$ cat src/rtl/por_seq_multi_if.sv
// Rail-monitor / reset-domain bundle between the POR sequencer (slave) and its environment (master).
// Carries fault_cnt only when POR_SEQ_FAULT_CNT_EN is defined.
interface por_seq_multi_if #(parameter int NCH = 3);
  logic [NCH-1:0] pwup_comp;
  logic [2:0]     otrip;
  logic           force_short_oneshot;
  logic           force_pdn;
  logic [NCH-1:0] porb;
  logic           por_any;
  logic [NCH-1:0] pwup_filt;
  logic           startup_timed_out;
  logic           por_timed_out;
  logic [2:0]     seq_state;
`ifdef POR_SEQ_FAULT_CNT_EN
  logic [7:0]     fault_cnt;

  modport master (output pwup_comp, otrip, force_short_oneshot, force_pdn,
                  input  porb, por_any, pwup_filt, startup_timed_out, por_timed_out, seq_state,
                         fault_cnt);
  modport slave  (input  pwup_comp, otrip, force_short_oneshot, force_pdn,
                  output porb, por_any, pwup_filt, startup_timed_out, por_timed_out, seq_state,
                         fault_cnt);
`else
  modport master (output pwup_comp, otrip, force_short_oneshot, force_pdn,
                  input  porb, por_any, pwup_filt, startup_timed_out, por_timed_out, seq_state);
  modport slave  (input  pwup_comp, otrip, force_short_oneshot, force_pdn,
                  output porb, por_any, pwup_filt, startup_timed_out, por_timed_out, seq_state);
`endif
endinterface

$ cat src/rtl/por_seq_multi.sv
// Multi-rail POR sequencer: sync + debounce rail-good flags, hold, then release resets in index order.
// Optional brownout counter output fault_cnt is built when POR_SEQ_FAULT_CNT_EN is defined.
module por_seq_multi #(
  parameter int NCH         = 3,
  parameter int CNT_W       = 16,
  parameter int DEB_CYC     = 8,
  parameter int HOLD_CYC    = 1024,
  parameter int STAGGER_CYC = 16,
  parameter int TIMEOUT_CYC = 60000
) (
  input logic            osc_ck,
  input logic            por,
  por_seq_multi_if.slave bus
);
  typedef enum logic [2:0] {
    IDLE = 3'd0, WAIT_UP = 3'd1, HOLD = 3'd2, RELEASE = 3'd3, RUN = 3'd4
  } state_t;

  localparam int IDX_W = (NCH > 1) ? $clog2(NCH) : 1;

  logic [NCH-1:0]      r_sync1, r_sync2, r_filt;
  logic [NCH-1:0][7:0] r_deb_cnt;

  state_t              r_state;
  logic [CNT_W-1:0]    r_cnt;
  logic [IDX_W-1:0]    r_idx;
  logic [2:0]          r_otrip;
  logic [NCH-1:0]      r_porb;
  logic                r_por_any, r_tmo, r_pto;
`ifdef POR_SEQ_FAULT_CNT_EN
  logic [7:0]          r_fault_cnt;
`endif

  logic                w_all_up, w_brownout;
  logic [CNT_W-1:0]    w_hold_sh, w_hold, w_stag, w_cnt_sat;
  logic [IDX_W-1:0]    w_idx_nx;

  // Rise needs DEB_CYC consecutive synced highs; a single synced low drops the flag at once.
  always_ff @(posedge osc_ck) begin
    if (por) begin
      r_sync1   <= '0;
      r_sync2   <= '0;
      r_filt    <= '0;
      r_deb_cnt <= '0;
    end else begin
      r_sync1 <= bus.pwup_comp;
      r_sync2 <= r_sync1;
      for (int c = 0; c < NCH; c++) begin
        if (!r_sync2[c]) begin
          r_deb_cnt[c] <= 8'd0;
          r_filt[c]    <= 1'b0;
        end else if (r_deb_cnt[c] == 8'(DEB_CYC - 1)) begin
          r_filt[c]    <= 1'b1;
        end else begin
          r_deb_cnt[c] <= r_deb_cnt[c] + 8'd1;
        end
      end
    end
  end

  assign w_all_up   = &r_filt;
  assign w_brownout = (r_state == HOLD || r_state == RELEASE || r_state == RUN) && !w_all_up;
  assign w_hold_sh  = CNT_W'(HOLD_CYC) << r_otrip;
  assign w_hold     = bus.force_short_oneshot ? CNT_W'(4)
                    : ((w_hold_sh == '0) ? CNT_W'(1) : w_hold_sh);
  assign w_stag     = bus.force_short_oneshot ? CNT_W'(1) : CNT_W'(STAGGER_CYC);
  assign w_cnt_sat  = (r_cnt == CNT_W'(TIMEOUT_CYC - 1)) ? r_cnt : r_cnt + CNT_W'(1);
  assign w_idx_nx   = r_idx + IDX_W'(1);

  always_ff @(posedge osc_ck) begin
    if (por) begin
      r_state     <= IDLE;
      r_cnt       <= '0;
      r_idx       <= '0;
      r_otrip     <= 3'd0;
      r_porb      <= '0;
      r_por_any   <= 1'b1;
      r_tmo       <= 1'b0;
      r_pto       <= 1'b0;
`ifdef POR_SEQ_FAULT_CNT_EN
      r_fault_cnt <= 8'd0;
`endif
    end else begin
      r_pto <= 1'b0;
      if (bus.force_pdn) begin
        r_state   <= IDLE;
        r_cnt     <= '0;
        r_idx     <= '0;
        r_porb    <= '0;
        r_por_any <= 1'b1;
      end else if (w_brownout) begin
        r_state   <= WAIT_UP;
        r_cnt     <= '0;
        r_idx     <= '0;
        r_porb    <= '0;
        r_por_any <= 1'b1;
`ifdef POR_SEQ_FAULT_CNT_EN
        if (r_fault_cnt != 8'hFF) r_fault_cnt <= r_fault_cnt + 8'd1;
`endif
      end else begin
        case (r_state)
          IDLE: begin
            r_state <= WAIT_UP;
            r_cnt   <= '0;
          end
          WAIT_UP: begin
            if (w_all_up) begin
              r_state <= HOLD;
              r_cnt   <= '0;
              r_otrip <= bus.otrip;
            end else begin
              // Counter parks at TIMEOUT_CYC-1 so the flag is raised exactly once per wait.
              r_cnt <= w_cnt_sat;
              if (w_cnt_sat == CNT_W'(TIMEOUT_CYC - 1)) r_tmo <= 1'b1;
            end
          end
          HOLD: begin
            if (r_cnt == w_hold - CNT_W'(1)) begin
              r_state   <= RELEASE;
              r_cnt     <= '0;
              r_idx     <= '0;
              r_pto     <= 1'b1;
              r_porb[0] <= 1'b1;
              r_por_any <= (NCH > 1);
            end else begin
              r_cnt <= r_cnt + CNT_W'(1);
            end
          end
          RELEASE: begin
            if (int'(r_idx) == NCH - 1) begin
              r_state <= RUN;
            end else if (r_cnt == w_stag - CNT_W'(1)) begin
              r_cnt            <= '0;
              r_idx            <= w_idx_nx;
              r_porb[w_idx_nx] <= 1'b1;
              r_por_any        <= (int'(w_idx_nx) != NCH - 1);
            end else begin
              r_cnt <= r_cnt + CNT_W'(1);
            end
          end
          RUN:     r_state <= RUN;
          default: r_state <= IDLE;
        endcase
      end
    end
  end

  assign bus.porb              = r_porb;
  assign bus.por_any           = r_por_any;
  assign bus.pwup_filt         = r_filt;
  assign bus.startup_timed_out = r_tmo;
  assign bus.por_timed_out     = r_pto;
  assign bus.seq_state         = r_state;
`ifdef POR_SEQ_FAULT_CNT_EN
  assign bus.fault_cnt         = r_fault_cnt;
`endif
endmodule

$ cat src/flat_wrapper.sv
// flat-port wrapper written by rule: the top's interface ports become plain ports
module por_seq_multi_flat 
#(
  parameter int NCH         = 3,
  parameter int CNT_W       = 16,
  parameter int DEB_CYC     = 8,
  parameter int HOLD_CYC    = 1024,
  parameter int STAGGER_CYC = 16,
  parameter int TIMEOUT_CYC = 60000
)
  (osc_ck, por, bus_pwup_comp, bus_otrip, bus_force_short_oneshot, bus_force_pdn, bus_porb, bus_por_any, bus_pwup_filt, bus_startup_timed_out, bus_por_timed_out, bus_seq_state);
  por_seq_multi_if #(.NCH(NCH)) bus_i ();
  input logic osc_ck;
  input logic por;
  input wire logic [$bits(bus_i.pwup_comp)-1:0] bus_pwup_comp;
  input wire logic [$bits(bus_i.otrip)-1:0] bus_otrip;
  input wire logic [$bits(bus_i.force_short_oneshot)-1:0] bus_force_short_oneshot;
  input wire logic [$bits(bus_i.force_pdn)-1:0] bus_force_pdn;
  output wire logic [$bits(bus_i.porb)-1:0] bus_porb;
  output wire logic [$bits(bus_i.por_any)-1:0] bus_por_any;
  output wire logic [$bits(bus_i.pwup_filt)-1:0] bus_pwup_filt;
  output wire logic [$bits(bus_i.startup_timed_out)-1:0] bus_startup_timed_out;
  output wire logic [$bits(bus_i.por_timed_out)-1:0] bus_por_timed_out;
  output wire logic [$bits(bus_i.seq_state)-1:0] bus_seq_state;
  assign bus_i.pwup_comp = bus_pwup_comp;
  assign bus_i.otrip = bus_otrip;
  assign bus_i.force_short_oneshot = bus_force_short_oneshot;
  assign bus_i.force_pdn = bus_force_pdn;
  assign bus_porb = bus_i.porb;
  assign bus_por_any = bus_i.por_any;
  assign bus_pwup_filt = bus_i.pwup_filt;
  assign bus_startup_timed_out = bus_i.startup_timed_out;
  assign bus_por_timed_out = bus_i.por_timed_out;
  assign bus_seq_state = bus_i.seq_state;
  por_seq_multi #(.NCH(NCH), .CNT_W(CNT_W), .DEB_CYC(DEB_CYC), .HOLD_CYC(HOLD_CYC), .STAGGER_CYC(STAGGER_CYC), .TIMEOUT_CYC(TIMEOUT_CYC)) u_core (.osc_ck(osc_ck), .por(por), .bus(bus_i));
endmodule
$ cat config.mk
export PLATFORM = sky130hd
export DESIGN_NAME = por_seq_multi_flat
export DESIGN_NICKNAME = d
export VERILOG_FILES = /design/src/rtl/por_seq_multi_if.sv /design/src/rtl/por_seq_multi.sv /design/src/flat_wrapper.sv
export SDC_FILE = /design/constraint.sdc
export NUM_CORES = 1
export LEC_CHECK = 0
export BUFFER_PORTS_ARGS = -buffer_cell sky130_fd_sc_hd__buf_2
export CORE_MARGIN = 2
export CORE_UTILIZATION = 34
export CTS_CLUSTER_SIZE = 28
export DETAILED_ROUTE_END_ITERATION = 6
export PLACE_DENSITY_LB_ADDON = 0.05
export SLEW_MARGIN = 20
export SYNTH_ARGS = -nofsm -noshare
export SYNTH_HDL_FRONTEND = slang
export SYNTH_SLANG_ARGS = --single-unit
export TNS_END_PERCENT = 1
$ cat constraint.sdc
create_clock -name osc_ck -period 3.4 [get_ports osc_ck]
set_clock_uncertainty 0.15 [all_clocks]
set_input_delay 0.51 -clock osc_ck [delete_from_list [all_inputs] [get_ports osc_ck]]
set_output_delay 0.51 -clock osc_ck [all_outputs]
set_load 0.02 [all_outputs]
==> Word level (Yosys, flattened, before mapping) <==
Cells that the tools add are included.
{ "classes": {"n_addsub": 7, "n_eq_ne": 21, "reduce_logical": 23, "n_shift": 1, "order_cmp": 2, "n_bitwise": 9, "muxes": 28} }
{ "ops": {"columns": ["op", "n"], "rows": [
  ["$mux W16", 7],
  ["$pmux W16 S4", 1],
  ["$eq A16 B16 Y1", 2],
  ["$eq A16 B16 Y1 const B", 2],
  ["$sub A16 B1 Y16 const B", 2],
  ["$add A8 B1 Y8 const B", 3],
  ["$eq A8 B3 Y1 const B", 3],
  ["$add A16 B1 Y16 const B", 1],
  ["$logic_not A16 Y1", 1],
  ["$shl A11 B3 Y16 const A", 1],
  ["$pmux W3 S5", 1],
  ["$reduce_and A3 Y1", 4],
  ["$ne A2 B2 Y1 const B", 5],
  ["$mux W3", 3],
  ["$mux W1", 8],
  ["$not A1 Y1", 8],
  ["$reduce_or A2 Y1", 4],
  ["$eq A3 B2 Y1 const B", 2],
  ["$mux W2", 3],
  ["$ne A3 B2 Y1 const B", 2],
  ["$reduce_and A6 Y1", 1],
  ["$mux W5", 1],
  ["$reduce_and A5 Y1", 1],
  ["$pmux W1 S2", 2],
  ["other kinds (21)", 23]
]} }
{ "word_totals": {"reg_bits": 63, "output_inout_bits": 12, "inputBits": 10, "word_cells": 109} }

==> Longest topological paths before layout <==
{ "depth": {"ltp_word": 9, "depth_mapped": 10, "mapped_depth_nobuf": 8} }

==> Least setup slack after synthesis <==
No wires, ideal clock.
{ "synth_timing": {"path_kind": "reg-to-reg", "from": "register u_core.r_otrip[2]", "to": "register u_core.r_cnt[6]", "slack_ps": 680, "t_required_ps": 3119, "stages_incl_launch_ff": 11, "arrival_ps": 2439, "path_buffers": 2, "period_less_slack_ps": 2720, "setup_time_ps": 131, "cell_sequence": "dfxtp_1 buf_2 or4_1 ha_1 xnor2_1 a311oi_1 o211a_2 o2111ai_4 buf_6 o211ai_2 o211ai_1"} }
{ "synth_between": {"elab_chain_cells": 8} }
{ "synth_lines": {"columns": ["item", "line", "text"], "rows": [
  ["from (decl)", "por_seq_multi.sv:27", "logic [2:0] r_otrip;"],
  ["from (signal assigned)", "por_seq_multi.sv:110", "r_otrip <= bus.otrip;"],
  ["$shl A11 B3 Y16 (*)", "por_seq_multi.sv:63", "assign w_hold_sh = CNT_W'(HOLD_CYC) << r_otrip;"],
  ["$logic_not A16 Y1", "por_seq_multi.sv:65", ": ((w_hold_sh == '0) ? CNT_W'(1) : w_hold_sh);"],
  ["$mux W16 (*)", "por_seq_multi.sv:65", null],
  ["$mux W16 (*)", "por_seq_multi.sv:64", "assign w_hold = bus.force_short_oneshot ? CNT_W'(4)"],
  ["$sub A16 B1 Y16 (*)", "por_seq_multi.sv:118", "if (r_cnt == w_hold - CNT_W'(1)) begin"],
  ["$eq A16 B16 Y1 (*)", "por_seq_multi.sv:118", null],
  ["$mux W16 (*)", "por_seq_multi.sv:118", null],
  ["$pmux W16 S4 (*)", "por_seq_multi.sv:101", "case (r_state)"],
  ["to (signal assigned)", "por_seq_multi.sv:113", "r_cnt <= w_cnt_sat;"],
  ["to (signal assigned)", "por_seq_multi.sv:126", "r_cnt <= r_cnt + CNT_W'(1);"],
  ["to (signal assigned)", "por_seq_multi.sv:138", "r_cnt <= r_cnt + CNT_W'(1);"],
  ["to (decl)", "por_seq_multi.sv:25", "logic [CNT_W-1:0] r_cnt;"]
]} }
Every way passes the cells marked *; elsewhere a longest branch is shown, timed or not.
A chain may end at the register's enable or synchronous reset.

==> Final worst setup path <==
{ "layout_timing": {"from": "register u_core.r_otrip[2]", "to": "register u_core.r_cnt[11]"} }
Same word-level chain as after synthesis.

==> results by group <==
Worst hold path
  – Hold Crit Start: bus_force_pdn
  – Hold endpoint: u_core.bus.seq_state[0]
  – Hold depth: 2
  – Min-delay worst type: primary input to flop

Placement
  – Hpwl dp: about 6600 µm
  – RD Place Congestion: around 0.88
  – Dpl cells: between 500 and 600
  – Placed cell areas: slightly below 4000 µm²
  – Port Buffer Count: 21

Power
  – Peak VDD IR: around 0.16 mV
  – Leakage: between 1.5 and 2 nW
  – P per Cell Area: ~370 nW/µm²

Logic synthesis
  – Fraction of registers with async set or reset after synthesis: 0%
  – Post-synthesis cell count: roughly 430
  – Post-Synth XOR/XNOR Area: between 6 and 7%
  – Dominant synthesized flop cell: dfxtp_1
  – Mapped Area: 3610 µm²
  – Post-synthesis mux area share: 2.53%
  – Register area share after synthesis: 34.9%
  – EDFF count, synth: 0
  – Synthesized flop and latch total: between 60 and 70
  – Compound-gate portion of the synthesized area: between 10% and 20%
  – Adder-cell share of the synthesized area: 3.12%
  – Largest family of logic cells by synthesized area: simple AND/OR/NAND/NOR gates
  – Syn Area/Cell: around 8.3 µm²
  – Yosys warnings: 0
  – Synth Area in Simple Gates: between 30% and 40%
  – Synthesized netlist net count: 452
  – Synth unique cells: 72

Clock tree
  – Post-CTS Setup Inserts: 0
  – Clock Path Buffers: 2
  – Root buffer cell: clkbuf_8
  – CTS tree: built
  – Post-CTS Hold Fix Bufs: 0
  – Worst-path clk slew: 80 ps
  – Num CTS Buffers: 9
  – Post_cts resized: 0
  – Clock Latency Late Sink: 350 ps
  – Depth of the CTS H-tree: 3
  – Clock sinks: 63

Worst setup path
  – Slowest cell on crit path: or4_1
  – Critical path required time: around 3500 ps
  – Delay of the slowest cell on the worst path: between 500 and 600 ps
  – Worst EP arrival: just over 3000 ps
  – Worst Path Buf+Inv: 0
  – Reg-to-Reg Start: u_core.r_otrip[2]
  – Kind of critical path: flop to flop
  – Worst Setup End Kind: flop
  – CP top delay family: compound AO/OA/AOI/OAI gates
  – Worst Path Max Fanout: 11
  – Crit Reg-Reg Endpoint: u_core.r_cnt[11]
  – Crit path cell chain: or4_1, ha_1, xnor2_1, a311oi_1, o211a_2, o2111ai_4, o21ai_2, o211ai_1
  – Flop-to-flop setup slack: 420 ps
  – R2R depth: 8
  – CP startpoint kind: flop

STA
  – Hold Fails Final Rpt: 0
  – Setup violators final: 0
  – Min cycle time layout: 2980 ps
  – Setup TNS: 0 ps
  – Achievable Freq: approximately 340 MHz
  – Actual slew at the worst max-slew pin: 807 ps
  – RSZ-0062 raised after global routing: false
  – Crit share post-route: a little under 90%
  – Slew headroom: between 40 and 50%
  – Slew Viols, Final: 0

Finish
  – Commonest non-fill, non-tap cell in the layout: nor2_1
  – Area occupied by multi-input gates: between 2000 and 2500 µm²
  – Post-route cell area: 4050 µm²
  – Share of layout cells above drive strength 1: around 18%
  – Sequential Area: ~1300 µm²
  – P&R area growth vs syn: 12.2%
  – Nets@finish: 472
  – Final instance count without filler cells: between 500 and 600
  – FILL cells: between 1000 and 1500
  – N_diodes: 0
  – Most frequent cells in the layout: nor2_1, dfxtp_1, nand2_1

Global route
  – Initial antenna violation count: 0
  – Pin count of the biggest net entering global routing: 16
  – GRT Total Usage: approximately 17%
  – First-pass GRT wire length: between 15000 and 20000 µm
  – Vias in the first global route: about 3000
  – Congestion Overflow GR: 0

Route
  – WL/cell: 15.5 µm
  – DR vias: about 3100
  – DRT Wirelength: between 9000 and 10000 µm
  – # DRC: 0
  – DR iter-0 viols: ~210
  – Vias per cell: between 5 and 6
  – Post-DRT Antenna Nets: 0
  – DRT Pass-1 Iters: 4

Die
  – IO Pins: 22
  – Die height: around 110 µm
  – Site Rows: 37
  – Initial Util: approximately a third
  – Die extent in x: 107 µm
  – Area of the core: approximately 10000 µm²
  – Die footprint: around 11000 µm²

Status
  – Outcome: finished clean

Flow run
  – Max Cap Viol: 0
-- cells in the mapped netlist, types with 2 or more instances --
cell type / number / area share, %
nor4_1: 3 / 0.52
nand2b_1: 9 / 1.6
or2_2: 8 / 1.4
o31ai_1: 2 / 0.42
nor3_1: 11 / 1.5
o211ai_1: 5 / 1.0
o21ai_0: 10 / 1.4
inv_1: 7 / 0.73
clkbuf_1: 11 / 1.1
nand3_1: 20 / 2.8
xnor2_1: 9 / 2.2
a31oi_1: 2 / 0.35
o2111ai_1: 2 / 0.49
o221ai_2: 5 / 2.1
xor2_1: 17 / 4.1
buf_2: 12 / 1.7
nor2_1: 67 / 7.0
and3_1: 10 / 1.7
and4b_1: 2 / 0.55
a21oi_1: 12 / 1.7
o21bai_1: 2 / 0.42
o31ai_2: 2 / 0.69
o211ai_2: 5 / 1.7
nand4_1: 9 / 1.6
ha_1: 9 / 3.1
o21ai_1: 3 / 0.42
or3b_1: 4 / 0.97
and4_1: 2 / 0.49
nand2_1: 39 / 4.1
o311ai_1: 2 / 0.49
mux2i_1: 8 / 2.2
and2_1: 7 / 1.2
or4_1: 4 / 0.83
nor2b_1: 11 / 1.9
buf_6: 2 / 0.62
dfxtp_1: 63 / 35
o22ai_1: 2 / 0.35
-- cell type report --
| type | count | share of cell area [%] |
|---|---|---|
| sequential | 63 | 31.1 |
| inverter | 8 | 0.741 |
| tap | 136 | 4.20 |
| timing repair buffer | 35 | 5.19 |
| clock buffer | 10 | 3.15 |
| multi-input combinational | 336 | 54.1 |
| clock inverter | 6 | 1.51 |
-- power breakdown --
part / internal [mW] / switching [mW]
Clock: 0.336 / 0.314
Sequential: 0.745 / 0.00770
Combinational: 0.0345 / 0.0535
Total: 1.12 / 0.375
-- logic make-up after synthesis --
| family | count (synthesis) |
|---|---|
| AOI/OAI and AO/OA | 74 |
| xor gates and xnor gates | 26 |
| adders and majority gates | 9 |
| buffers and inverters | 34 |
| DFF | 63 |
| muxes | 9 |
| and+or+nand+nor | 218 |
-- worst max-delay path by stage --
stage | startpoint | end | cells past startpoint
finish | u_core.r_otrip[2] | u_core.r_cnt[11] | 8
CTS | u_core.r_otrip[2] | u_core.r_cnt[11] | 8
floorplan | u_core.r_otrip[2] | u_core.r_cnt[6] | 10
global placement | bus_force_short_oneshot | u_core.r_cnt[8] | 9
global route | u_core.r_otrip[2] | u_core.r_cnt[11] | 8
detailed placement | bus_force_short_oneshot | u_core.r_cnt[6] | 9
-- metrics by stage --
step                      power, mW  hold slack [ps]  utilization [%]  setup WS (ps)
after floorplan               0.827              264                -            680
after global placement        0.859              271             37.4            264
after detailed placement      0.858              279             37.4            220
after CTS                      1.52              189             39.3            428
after global routing           1.56              185             39.3            206
final                          1.49              209             39.3            419
-- metal layers --
metal,wire length [µm],global-route usage (%),up-vias
met1,4390,23.7,1446
met4,199,7.88,0
met3,490,4.50,18
li1,-,-,1576
met2,4120,25.6,84
met5,0,0,-
-- worst register-to-register path: stages, from the launching register on --
cell,delay [ps]
dfxtp_1,330
or4_1,530
ha_1,300
xnor2_1,130
a311oi_1,260
o211a_2,280
o2111ai_4,300
o21ai_2,410
o211ai_1,150
-- sequential cells by signal, summed over array words and instances, names as in the netlist --
signal,flops
u_core.r_deb_cnt,24
u_core.r_cnt,16
u_core.bus.porb,3
u_core.bus.pwup_filt,3
u_core.bus.seq_state,3
u_core.r_otrip,3
u_core.r_sync1,3
u_core.r_sync2,3
u_core.r_idx,2
u_core.bus.por_any,1
u_core.bus.por_timed_out,1
u_core.bus.startup_timed_out,1
Note: power is estimated with default switching activity, not from simulation.
